**config.mk**
```make
export PLATFORM = sky130hd
export DESIGN_NAME = iuq_uc_issue_seq
export DESIGN_NICKNAME = d
export VERILOG_FILES = /design/src/rtl/iuq_uc_issue_seq.sv
export SDC_FILE = /design/constraint.sdc
export NUM_CORES = 1
export LEC_CHECK = 0
export CAP_MARGIN = 20
export CORE_MARGIN = 8
export CORE_UTILIZATION = 49
export CTS_CLUSTER_SIZE = 28
export DETAILED_ROUTE_END_ITERATION = 10
export PLACE_DENSITY = 0.89
export SYNTH_ARGS = -nofsm -noshare
export SYNTH_HDL_FRONTEND = slang
export SYNTH_SLANG_ARGS = --single-unit
```
**constraint.sdc**
```tcl
create_clock -name nclk -period 4 [get_ports nclk]
set_clock_uncertainty 0.15 [all_clocks]
set_input_delay 0.8 -clock nclk [delete_from_list [all_inputs] [get_ports nclk]]
set_output_delay 0.8 -clock nclk [all_outputs]
set_load 0.1 [all_outputs]
```
**src/rtl/iuq_uc_issue_seq.sv**
```systemverilog
// iuq_uc_issue_seq: microcode ROM walker with 2-entry prefetch queue issuing to the IB under backpressure and flush
module iuq_uc_issue_seq #(
  parameter int rom_addr_width = 10,
  parameter int instr_width    = 32
) (
  input  logic                      nclk,
  input  logic                      reset,
  input  logic                      uc_start,
  input  logic [rom_addr_width-1:0] uc_start_addr,
  input  logic                      flush,
  input  logic                      flush_into_uc,
  input  logic [rom_addr_width-1:0] flush_restart_addr,
  output logic                      rom_rd,
  output logic [rom_addr_width-1:0] rom_addr,
  input  logic [instr_width-1:0]    rom_data,
  input  logic                      rom_last,
  input  logic                      ib_ready,
  input  logic                      cplbuffer_full,
  output logic                      new_command,
  output logic [instr_width-1:0]    buff_instr_out,
  output logic                      uc_busy,
  output logic                      uc_done
);
  typedef enum logic {IDLE, RUN} state_t;
  state_t                    state_q, state_d;
  logic [rom_addr_width-1:0] fetch_addr_q, fetch_addr_d;
  logic                      inflight_q, stop_fetch_q, stop_fetch_d;
  logic [1:0]                q_count_q, q_count_d;
  logic [instr_width:0]      q_q [2];
  logic [instr_width:0]      q_d [2];
  logic                      kill, issue, push, start_ok;
  logic [2:0]                occ;
  logic [1:0]                slot;
  assign kill     = flush | flush_into_uc;
  assign issue    = (q_count_q != 2'd0) & ib_ready & ~cplbuffer_full & ~kill;
  // occupancy after this cycle's pop decides whether another read may be launched
  assign occ      = {1'b0, q_count_q} + {2'b0, inflight_q} - {2'b0, issue};
  assign rom_rd   = (state_q == RUN) & ~stop_fetch_q & ~kill & (occ < 3'd2);
  assign push     = inflight_q & ~stop_fetch_q & ~kill;
  assign start_ok = (state_q == IDLE) & uc_start & ~kill;
  assign slot     = q_count_q - 2'(issue);
  assign rom_addr       = fetch_addr_q;
  assign new_command    = issue;
  assign buff_instr_out = q_q[0][instr_width:1];
  assign uc_busy        = state_q == RUN;
  assign uc_done        = issue & q_q[0][0];
  always_comb begin
    q_d = q_q;
    if (issue) q_d[0] = q_q[1];
    if (push) q_d[slot[0]] = {rom_data, rom_last};
    q_count_d    = kill ? 2'd0 : q_count_q - 2'(issue) + 2'(push);
    stop_fetch_d = (kill | start_ok) ? 1'b0 : (push & rom_last) ? 1'b1 : stop_fetch_q;
    fetch_addr_d = flush_into_uc ? flush_restart_addr :
                   start_ok      ? uc_start_addr :
                   rom_rd        ? fetch_addr_q + rom_addr_width'(1) : fetch_addr_q;
    state_d      = flush_into_uc ? RUN :
                   flush         ? IDLE :
                   start_ok      ? RUN :
                   uc_done       ? IDLE : state_q;
  end
  always_ff @(posedge nclk) begin
    if (reset) begin
      state_q      <= IDLE;
      fetch_addr_q <= '0;
      inflight_q   <= 1'b0;
      stop_fetch_q <= 1'b0;
      q_count_q    <= 2'd0;
      q_q[0]       <= '0;
      q_q[1]       <= '0;
    end else begin
      state_q      <= state_d;
      fetch_addr_q <= fetch_addr_d;
      inflight_q   <= rom_rd;
      stop_fetch_q <= stop_fetch_d;
      q_count_q    <= q_count_d;
      q_q          <= q_d;
    end
  end
  // the fetch rule keeps queue + inflight <= 2, so a push into a full queue is a design error
  assert property (@(posedge nclk) disable iff (reset) !(push && slot[1]));
endmodule

```
### After elaboration in Yosys (flattened, before gate mapping)

Cells that the tools add are included.

| word-level totals | value |
|---|---|
| register bits | 81 |
| logic and storage cells | 52 |

| operators by class | value |
|---|---|
| add/subtract/negate cells | 5 |
| magnitude comparators | 3 |
| muxes and demuxes | 12 |
| bitwise logic cells | 19 |
| reduce and logical (&&, ||, !) cells | 6 |

Operators with widths:

| kind | count |
|---|---|
| bitwise mux 66 bit | 1 |
| two-way mux 33 bit | 2 |
| two-way mux 66 bit | 1 |
| demux 33 bit (select 1 bit) | 1 |
| two-way mux 10 bit | 3 |
| bitwise AND 1 bit | 12 |
| adder 10 x 1 -> 10 bit (second input constant) | 1 |
| two-way mux 1 bit | 4 |
| inverter 1 bit | 4 |
| nonzero test 4 bit | 1 |
| OR reduction 2 bit | 2 |
| adder 2 x 1 -> 3 bit | 1 |
| less-than comparator 3 x 2 -> 1 bit (second input constant) | 1 |
| nonzero test 3 bit | 1 |
| subtractor 3 x 1 -> 3 bit | 1 |
| adder 2 x 1 -> 2 bit | 1 |
| greater-or-equal comparator 2 bit (second input constant) | 1 |
| less-than comparator 2 x 1 -> 1 bit (second input constant) | 1 |
| inverter 1 -> 2 bit | 1 |
| bitwise OR 1 bit | 2 |
| nonzero test 2 bit | 1 |
| subtractor 2 x 1 -> 2 bit | 1 |
| logical AND 1 bit | 1 |

### Logic depth before layout (Yosys ltp)

Gate-level depths: netlist (run 1).

| logic depth | value |
|---|---|
| word-level depth | 12 |
| depth in mapped cells | 11 |

### Worst setup path after synthesis (run 1)

No wires, ideal clock.

| timing path | value |
|---|---|
| kind | input-to-output |
| start point | input port flush |
| end point | output port rom_rd |
| arrival | 2.985 ns |
| slack | 0.065 ns |
| cell stages on the path | 9 |
| path buffers | 2 |
| cell sequence | buf_2 nor4b_4 mux2_4 buf_2 nand2_1 fa_1 xnor2_1 nand3_1 inv_2 |

| on the way | value |
|---|---|
| word-level cells in the longest chain between the ends | 6 |
| elaborated cells on any way between the ends | 7 |

Ends and longest elaborated chain:

| element | RTL line | text |
|---|---|---|
| start: declaration | 10 | `input logic flush,` |
| bitwise OR 1 bit (*) | 34 | `assign kill = flush \| flush_into_uc;` |
| inverter 1 bit (*) | 35, 38 |  |
| bitwise AND 1 bit | 35 | `assign issue = (q_count_q != 2'd0) & ib_ready & ~cplbuffer_full & ~kill;` |
| subtractor 3 x 1 -> 3 bit | 37 | `assign occ = {1'b0, q_count_q} + {2'b0, inflight_q} - {2'b0, issue};` |
| less-than comparator 3 x 2 -> 1 bit | 38 | `assign rom_rd = (state_q == RUN) & ~stop_fetch_q & ~kill & (occ < 3'd2);` |
| bitwise AND 1 bit (*) | 38 |  |
| end: declaration | 13 | `output logic rom_rd,` |

Mark *: on every way between the ends. The rest lies on a longest branch, timed or not.

### Final worst setup path (run 1)

| timing path | value |
|---|---|
| start point | input port flush_into_uc |
| end point | output port rom_rd |

| on the way | value |
|---|---|
| word-level cells in the longest chain between the ends | 6 |
| elaborated cells on any way between the ends | 7 |

Ends and longest elaborated chain:

| element | RTL line | text |
|---|---|---|
| start: declaration | 11 | `input logic flush_into_uc,` |
| bitwise OR 1 bit (*) | 34 |  |
| inverter 1 bit (*) | 35, 38 |  |
| bitwise AND 1 bit | 35 |  |
| subtractor 3 x 1 -> 3 bit | 37 |  |
| less-than comparator 3 x 2 -> 1 bit | 38 |  |
| bitwise AND 1 bit (*) | 38 |  |

Marked as above.

==> summary.txt, run 1 <==
Outcome
  • Result of the run: completed

Yosys
  • Fraction of the yosys area taken by sequential cells: 38.9%
  • Post-Syn Area: 0.00417 mm^2
  • Cell count after synthesis: 424
  • Predominant post-synthesis flop cell: sky130_fd_sc_hd__dfxtp_1
  • Register bit count reported by yosys: 81
  • Number of enable-type register cells in the synthesized netlist: 0
  • Proportion of synthesized flip-flops having asynchronous set or reset: 0%
  • Number of distinct library cells after synthesis: 49
  • Yosys Warn Count: 0
  • Post-Syn Area per Cell: 9.83 um^2
  • Total nets after synthesis: 488

Final layout
  • Share of post-route cells with drive strength above 1: 14.0%
  • Final #Nets: 552
  • Area overhead of the layout relative to synthesis: 27.1%
  • Fin cells: 598
  • End-of-flow core utilization: 64.5%
  • Area taken by flip-flops and latches: 0.00162 mm^2
  • Post-route design area: 0.00530 mm^2
  • Number of antenna cells inserted: 0
  • Multi-input gate area in the final layout: 0.00211 mm^2
  • Fillers: 674

Clock tree
  • CTS buffer count: 9
  • CTS tree: done
  • Clock insertion delay at the later pin of the skew report: 0.35 ns
  • Clock-pin slew on the worst setup and hold paths: 0.07 ns
  • Clock net sink count: 81
  • H-tree depth reported by CTS: 3
  • CTS max path bufs: 2
  • Post-CTS setup buffers: 0
  • Post-CTS sizing: 0
  • Root cell of the clock tree: sky130_fd_sc_hd__clkbuf_8
  • CTS Hold Bufs: 0

Critical path
  • Worst r2r dst: buff_instr_out[31]
  • Required time of the critical path: 3.05 ns
  • Number of cell instances on the worst register-to-register path: 5
  • Type of element launching the critical path: input pin
  • Startpoint-to-endpoint class of the critical path: input pin to output pin
  • CP Capture Type: output pin
  • Worst endpoint data arrival time: 2.87 ns
  • FF-to-FF Start: q_count_q[1]
  • Maximum fanout along the worst path: 3
  • Internal reg-to-reg setup slack: 1.42 ns

Timing
  • Slew Limit Headroom: 30.9%
  • Total Negative Setup Slacks: 0 ns
  • Post-route clock period utilization: 95.5%
  • Final Critical Period: 3.82 ns
  • Count of endpoints failing setup in the final report: 0
  • Number of failing hold endpoints at the final stage: 0
  • Final max-slew violation count: 0
  • RSZ-0062 raised after global routing: false
  • Slew of the pin with the lowest slew margin: 1.04 ns
  • Fmax achieved: 262 MHz

Floorplanning
  • Overall die area: 0.0117 mm^2
  • Area inside the core boundary: 0.00822 mm^2
  • Count of pins on the block boundary: 106
  • Die outline height: 108 um
  • Initial core utilization: 50.7%
  • Floorplan die width: 108 um
  • Row count: 33

Routing
  • Total Wirelength: 10600 um
  • Met3 routed WL: 775 um
  • Count of unresolved DRC violations after routing: 0
  • Pre-antenna DRT Iters: 4
  • ANT nets after route: 0
  • Via density per instance: 5.64
  • Met2 layer wire length in the routed design: 5140 um
  • Via Count: 3372
  • Highest routing layer actually used: met4
  • Number of DRC markers after the initial detailed-route iteration: 106
  • Detailed-route wire length per cell: 17.7 um
  • Met1 layer wirelength in the final routing: 4590 um

Global route
  • First-pass GRT wire length: 17300 um
  • Maximum number of pins on one net before global-route repair: 85
  • Overflow left after global routing: 0
  • Initial antenna violation count: 0
  • Overall track demand over capacity in global routing: 18.0%
  • Vias in the first global route: 3481

Place
  • Placed cell area: 0.00507 mm^2
  • Placed cell count: 582
  • Placed wire-length estimate after detailed placement: 7480 um
  • Count of input and output buffers: 105
  • Routability cong.: 0.881

Pwr
  • Power density relative to cell area: 336 mW/mm^2
  • Static leakage: 1.74 nW
  • Maximum vdd ir drop: 191 uV

Hold path
  • Path class of the lowest-slack min-delay path: flip-flop to flip-flop
  • WHS Path Cells: 2

Flow run
  • Max-Cap Viols: 0
-- critical path, cell delays in order --
cell	delay, ns
sky130_fd_sc_hd__clkdlybuf4s50_1	0.45
sky130_fd_sc_hd__nor4b_4	0.36
sky130_fd_sc_hd__mux2_4	0.21
sky130_fd_sc_hd__nand2_1	0.06
sky130_fd_sc_hd__fa_1	0.38
sky130_fd_sc_hd__xnor2_1	0.17
sky130_fd_sc_hd__nand3_1	0.15
sky130_fd_sc_hd__inv_2	0.11
sky130_fd_sc_hd__buf_12	0.18
-- kinds of logic (layout without fill, tap and decap cells) --
| logic type | after synthesis | in the layout | share of synthesized area, % |
|---|---|---|---|
| xor gates and xnor gates | 5 | 5 | 1.05 |
| and+or+nand+nor | 125 | 125 | 15.5 |
| buffers and inverters | 72 | 141 | 10.6 |
| DFF | 81 | 81 | 38.9 |
| AOI/OAI and AO/OA | 66 | 66 | 15.4 |
| adders and majority gates | 4 | 4 | 1.38 |
| muxes | 71 | 71 | 17.2 |
-- layout make-up --
class                      count  area share (%)
tap                          105            2.48
clock inverter                 5            1.63
sequential                    81            30.6
inverter                       9           0.638
timing repair buffer         116            22.2
clock buffer                  11            2.67
multi-input combinational    271            39.8
-- how the worst max path moves through the flow --
stage                       start     end  slack, ns  cells past startpoint
floorplan                   flush  rom_rd       0.07                      9
global placement         ib_ready  rom_rd       0.24                      9
detailed placement  flush_into_uc  rom_rd       0.18                      9
CTS                      ib_ready  rom_rd       0.18                      9
global route        flush_into_uc  rom_rd       0.08                      9
finish              flush_into_uc  rom_rd       0.18                      9
-- power breakdown --
| part | internal (mW) | switching [mW] | leakage, nW |
|---|---|---|---|
| Combinational | 0.104 | 0.169 | 0.974 |
| Sequential | 0.819 | 0.0204 | 0.655 |
| Clock | 0.374 | 0.297 | 0.114 |
| Total | 1.30 | 0.486 | 1.74 |
-- placed cells by master, fill, tap and decap left out, drive strengths merged, types with 8 or more instances in the layout --
master and instances:
nor3 40, inv 10, mux2i 68, clkdlybuf4s50 101, buf 15, nor2 42, clkbuf 11, dfxtp 81
nand2 10, a21oi 8, a211oi 34
-- Yosys cell counts (all sizes together) (2+ instances only) --
library cell  count  area (um^2)
dfxtp            81         1620
mux2i            68          681
buf              47          347
nor2             42          158
nor3             40          200
a211oi           34          405
clkbuf           16         60.1
nand2            10         37.5
inv               9         33.8
a21oi             8         40.0
nand3             7         35.0
nand2b            5         31.3
nor4b             5         73.8
xnor2             4         35.0
a311oi            3         26.3
and3              3         18.8
ha                3         37.5
mux2              3         37.5
o32ai             3         26.3
a2bb2oi           2         17.5
and2              2         12.5
nand4             2         12.5
nor2b             2         12.5
nor3b             2         20.0
nor4              2         12.5
o21a              2         15.0
o21ai             2         10.0
o221ai            2         17.5
o2bb2ai           2         17.5
o31ai             2         15.0
or2               2         12.5
-- stage by stage --
stage               hold WS, ns  setup WS [ns]  power, mW
finish                    0.349          0.181       1.78
detailed placement        0.334          0.183       1.13
global route              0.375         0.0800       1.84
global placement          0.322          0.240       1.12
floorplan                 0.310         0.0655       1.02
CTS                       0.355          0.178       1.80
-- routing by layer --
| metal | global-route usage [%] | up-vias |
|---|---|---|
| li1 | - | 1627 |
| met1 | 21.6 | 1616 |
| met2 | 31.0 | 116 |
| met3 | 4.88 | 13 |
| met4 | 4.56 | 0 |
| met5 | 0 | - |
No activity file was read; power rests on OpenSTA's default activity.
==> run 2: changes to the inputs <==
Settings changed: CORE_UTILIZATION 49 to 53, PLACE_DENSITY 0.89 to 0.95.
Clock period 4 ns to 4.5 ns, I/O delays scaled along.
==> run 2 against run 1 <==
Effect of this change: global-route usage is 0.99 points higher; final area is 1.3% lower; sequential share of layout area is 0.40 points higher; combinational power is 11% lower; setup slack better by 0.16 ns; clock power is 23% lower; critical endpoint unchanged; utilization is 3.6 points higher.
==> summary.txt, run 2 (same netlist as run 1, synthesis figures left out) <==
Routing
  • Pre-antenna DRT Iters: 5 (+1)
  • Via Count: 3427 (+1.6%)
  • Number of DRC markers after the initial detailed-route iteration: 189 (+78%)
  • Detailed-route wire length per cell: 17.9 um (+0.85%)
  • Via density per instance: 5.81 (+3.0%)
  • Count of unresolved DRC violations after routing: 0 (unchanged)
  • Total Wirelength: 10600 um (-0.50%)
  • ANT nets after route: 0 (unchanged)

Final layout
  • Fillers: 589 (-13%)
  • Top library cells by usage in the layout, fill and taps aside: sky130_fd_sc_hd__clkdlybuf4s50_1, sky130_fd_sc_hd__dfxtp_1, sky130_fd_sc_hd__mux2i_1
  • Number of antenna cells inserted: 0 (unchanged)
  • Final #Nets: 548 (-0.72%)
  • Post-route design area: 0.00523 mm^2 (-1.3%)
  • Most common cell after layout, fill and taps aside: sky130_fd_sc_hd__clkdlybuf4s50_1
  • Share of post-route cells with drive strength above 1: 13.3% (-0.68 points)
  • End-of-flow core utilization: 68.0% (+3.6 points)
  • Area overhead of the layout relative to synthesis: 25.5%

Timing
  • Slew of the pin with the lowest slew margin: 1.02 ns (-0.0202 ns)
  • Slack of the critical path: 0.342 ns (+0.162 ns)
  • Slew Limit Headroom: 32.0% (+1.1 points)
  • RSZ-0062 raised after global routing: false
  • Fmax achieved: 241 MHz
  • Total Negative Setup Slacks: 0 ns (unchanged)
  • Post-route clock period utilization: 92.4%
  • Final max-slew violation count: 0 (unchanged)
  • Count of endpoints failing setup in the final report: 0 (unchanged)
  • Number of failing hold endpoints at the final stage: 0 (unchanged)
  • Final Critical Period: 4.16 ns

Clock tree
  • H-tree depth reported by CTS: 3 (unchanged)
  • Clock net sink count: 81 (unchanged)
  • CTS max path bufs: 2 (unchanged)
  • CTS buffer count: 9 (unchanged)
  • Root cell of the clock tree: sky130_fd_sc_hd__clkbuf_8
  • Post-CTS sizing: 0 (unchanged)
  • CTS tree: done
  • Clock insertion delay at the later pin of the skew report: 0.34 ns (about the same)
  • CTS Hold Bufs: 0 (unchanged)
  • Clock-pin slew on the worst setup and hold paths: 0.08 ns (about the same)
  • Post-CTS setup buffers: 0 (unchanged)

Pwr
  • Static leakage: 1.71 nW (-2.1%)
  • Total power after layout: 1.51 mW (-15%)
  • Maximum vdd ir drop: 168 uV (-12%)
  • Power density relative to cell area: 288 mW/mm^2 (-14%)

Critical path
  • Crit-path max cell delay: 0.46 ns (about the same)
  • Type of element launching the critical path: input pin
  • Worst endpoint data arrival time: 3.11 ns (+0.24 ns)
  • FF-to-FF Start: q_count_q[1]
  • Maximum fanout along the worst path: 10 (+7)
  • Required time of the critical path: 3.45 ns (+0.40 ns)
  • Series of cell instances along the critical path: clkdlybuf4s50_1 > nor4b_4 > mux2_4 > nand2_1 > fa_1 > xnor2_1 > nand3_1 > inv_2 > buf_12
  • Internal reg-to-reg setup slack: 1.87 ns (+0.45 ns)
  • CP Capture Type: output pin
  • Number of cell instances on the worst register-to-register path: 5 (unchanged)
  • Startpoint-to-endpoint class of the critical path: input pin to output pin
  • Master of the slowest instance on the critical path: sky130_fd_sc_hd__clkdlybuf4s50_1
  • Worst r2r dst: buff_instr_out[31]

Floorplanning
  • Overall die area: 0.0110 mm^2 (-6.5%)
  • Die outline height: 105 um (-3.3%)
  • Initial core utilization: 54.2% (+3.5 points)
  • Row count: 32 (-3.0%)
  • Area inside the core boundary: 0.00769 mm^2 (-6.4%)
  • Floorplan die width: 105 um (-3.3%)
  • Count of pins on the block boundary: 106 (unchanged)

Global route
  • Vias in the first global route: 3624 (+4.1%)
  • Overall track demand over capacity in global routing: 19.0% (+0.99 points)
  • Maximum number of pins on one net before global-route repair: 85 (unchanged)
  • Overflow left after global routing: 0 (unchanged)
  • First-pass GRT wire length: 17700 um (+2.1%)
  • Initial antenna violation count: 0 (unchanged)

Place
  • Placed cell area: 0.00504 mm^2 (-0.67%)
  • Routability cong.: 0.906 (+2.9%)
  • Placed wire-length estimate after detailed placement: 7420 um (-0.81%)
  • Worst slack after detailed placement: 0.334 ns (+0.151 ns)
  • Count of input and output buffers: 105 (unchanged)

Hold path
  • WHS Path Cells: 2 (unchanged)
  • Path class of the lowest-slack min-delay path: flip-flop to flip-flop

Flow run
  • Max-Cap Viols: 0 (unchanged)

Outcome
  • Result of the run: completed
## run 2: cell types whose count changed in the layout (fill, tap and decap cells not counted)
cell                         previous run  this run
sky130_fd_sc_hd__clkinvlp_4             0         1
sky130_fd_sc_hd__inv_6                  1         0
sky130_fd_sc_hd__bufinv_16              2         1
sky130_fd_sc_hd__buf_4                 11         7
sky130_fd_sc_hd__clkbuf_1               1         0
sky130_fd_sc_hd__clkinv_2               0         2
sky130_fd_sc_hd__clkinv_4               2         1
## run 2: worst max path at each step
stage	startpoint	endpoint
3_3_place_gp	flush_into_uc	rom_rd
5_1_grt	flush_into_uc	rom_rd
2_1_floorplan	flush	rom_rd
6_report	flush_into_uc	rom_rd
4_1_cts	flush_into_uc	rom_rd
3_5_place_dp	flush_into_uc	rom_rd
## run 2: layout make-up
class                   instances  area (um^2)  share of cell area [%]
well taps                     102          128                    2.44
clock inverters                 5         56.3                    1.08
multi-input cells             271         2110                    40.3
repair buffers                112         1140                    21.9
inverters                       9         33.8                   0.646
clock buffers                  10          138                    2.63
flip-flops and latches         81         1620                    31.0
## run 2: critical path: cells and delay by family
kind                     cells  cell delay [ns]
multiplexers                 1             0.22
AND/OR/NAND/NOR              3             0.56
adder cells (fa/ha/maj)      1             0.38
XOR/XNOR                     1             0.18
buffers and inverters        3             0.87
## run 2: through the flow
stage,cells,hold WS (ns)
4_1_cts,590,0.353
6_report,590,0.348
3_5_place_dp,575,0.335
5_1_grt,590,0.371
2_1_floorplan,424,0.310
3_3_place_gp,575,0.322
## run 2: routing by layer
metal / up-vias / wire length (um) / track usage [%]
met5: - / 0 / 0
met4: 0 / 129 / 4.89
li1: 1613 / - / -
met1: 1643 / 4370 / 21.7
met3: 16 / 817 / 6.33
met2: 155 / 5250 / 33.2
## run 2: report_power, final
group          total [mW]  leakage, nW  internal (mW)  switching, mW
Clock               0.518       0.0981          0.268          0.251
Sequential          0.746        0.655          0.728         0.0181
Combinational       0.242        0.953         0.0921          0.150
Total                1.51         1.71           1.09          0.419
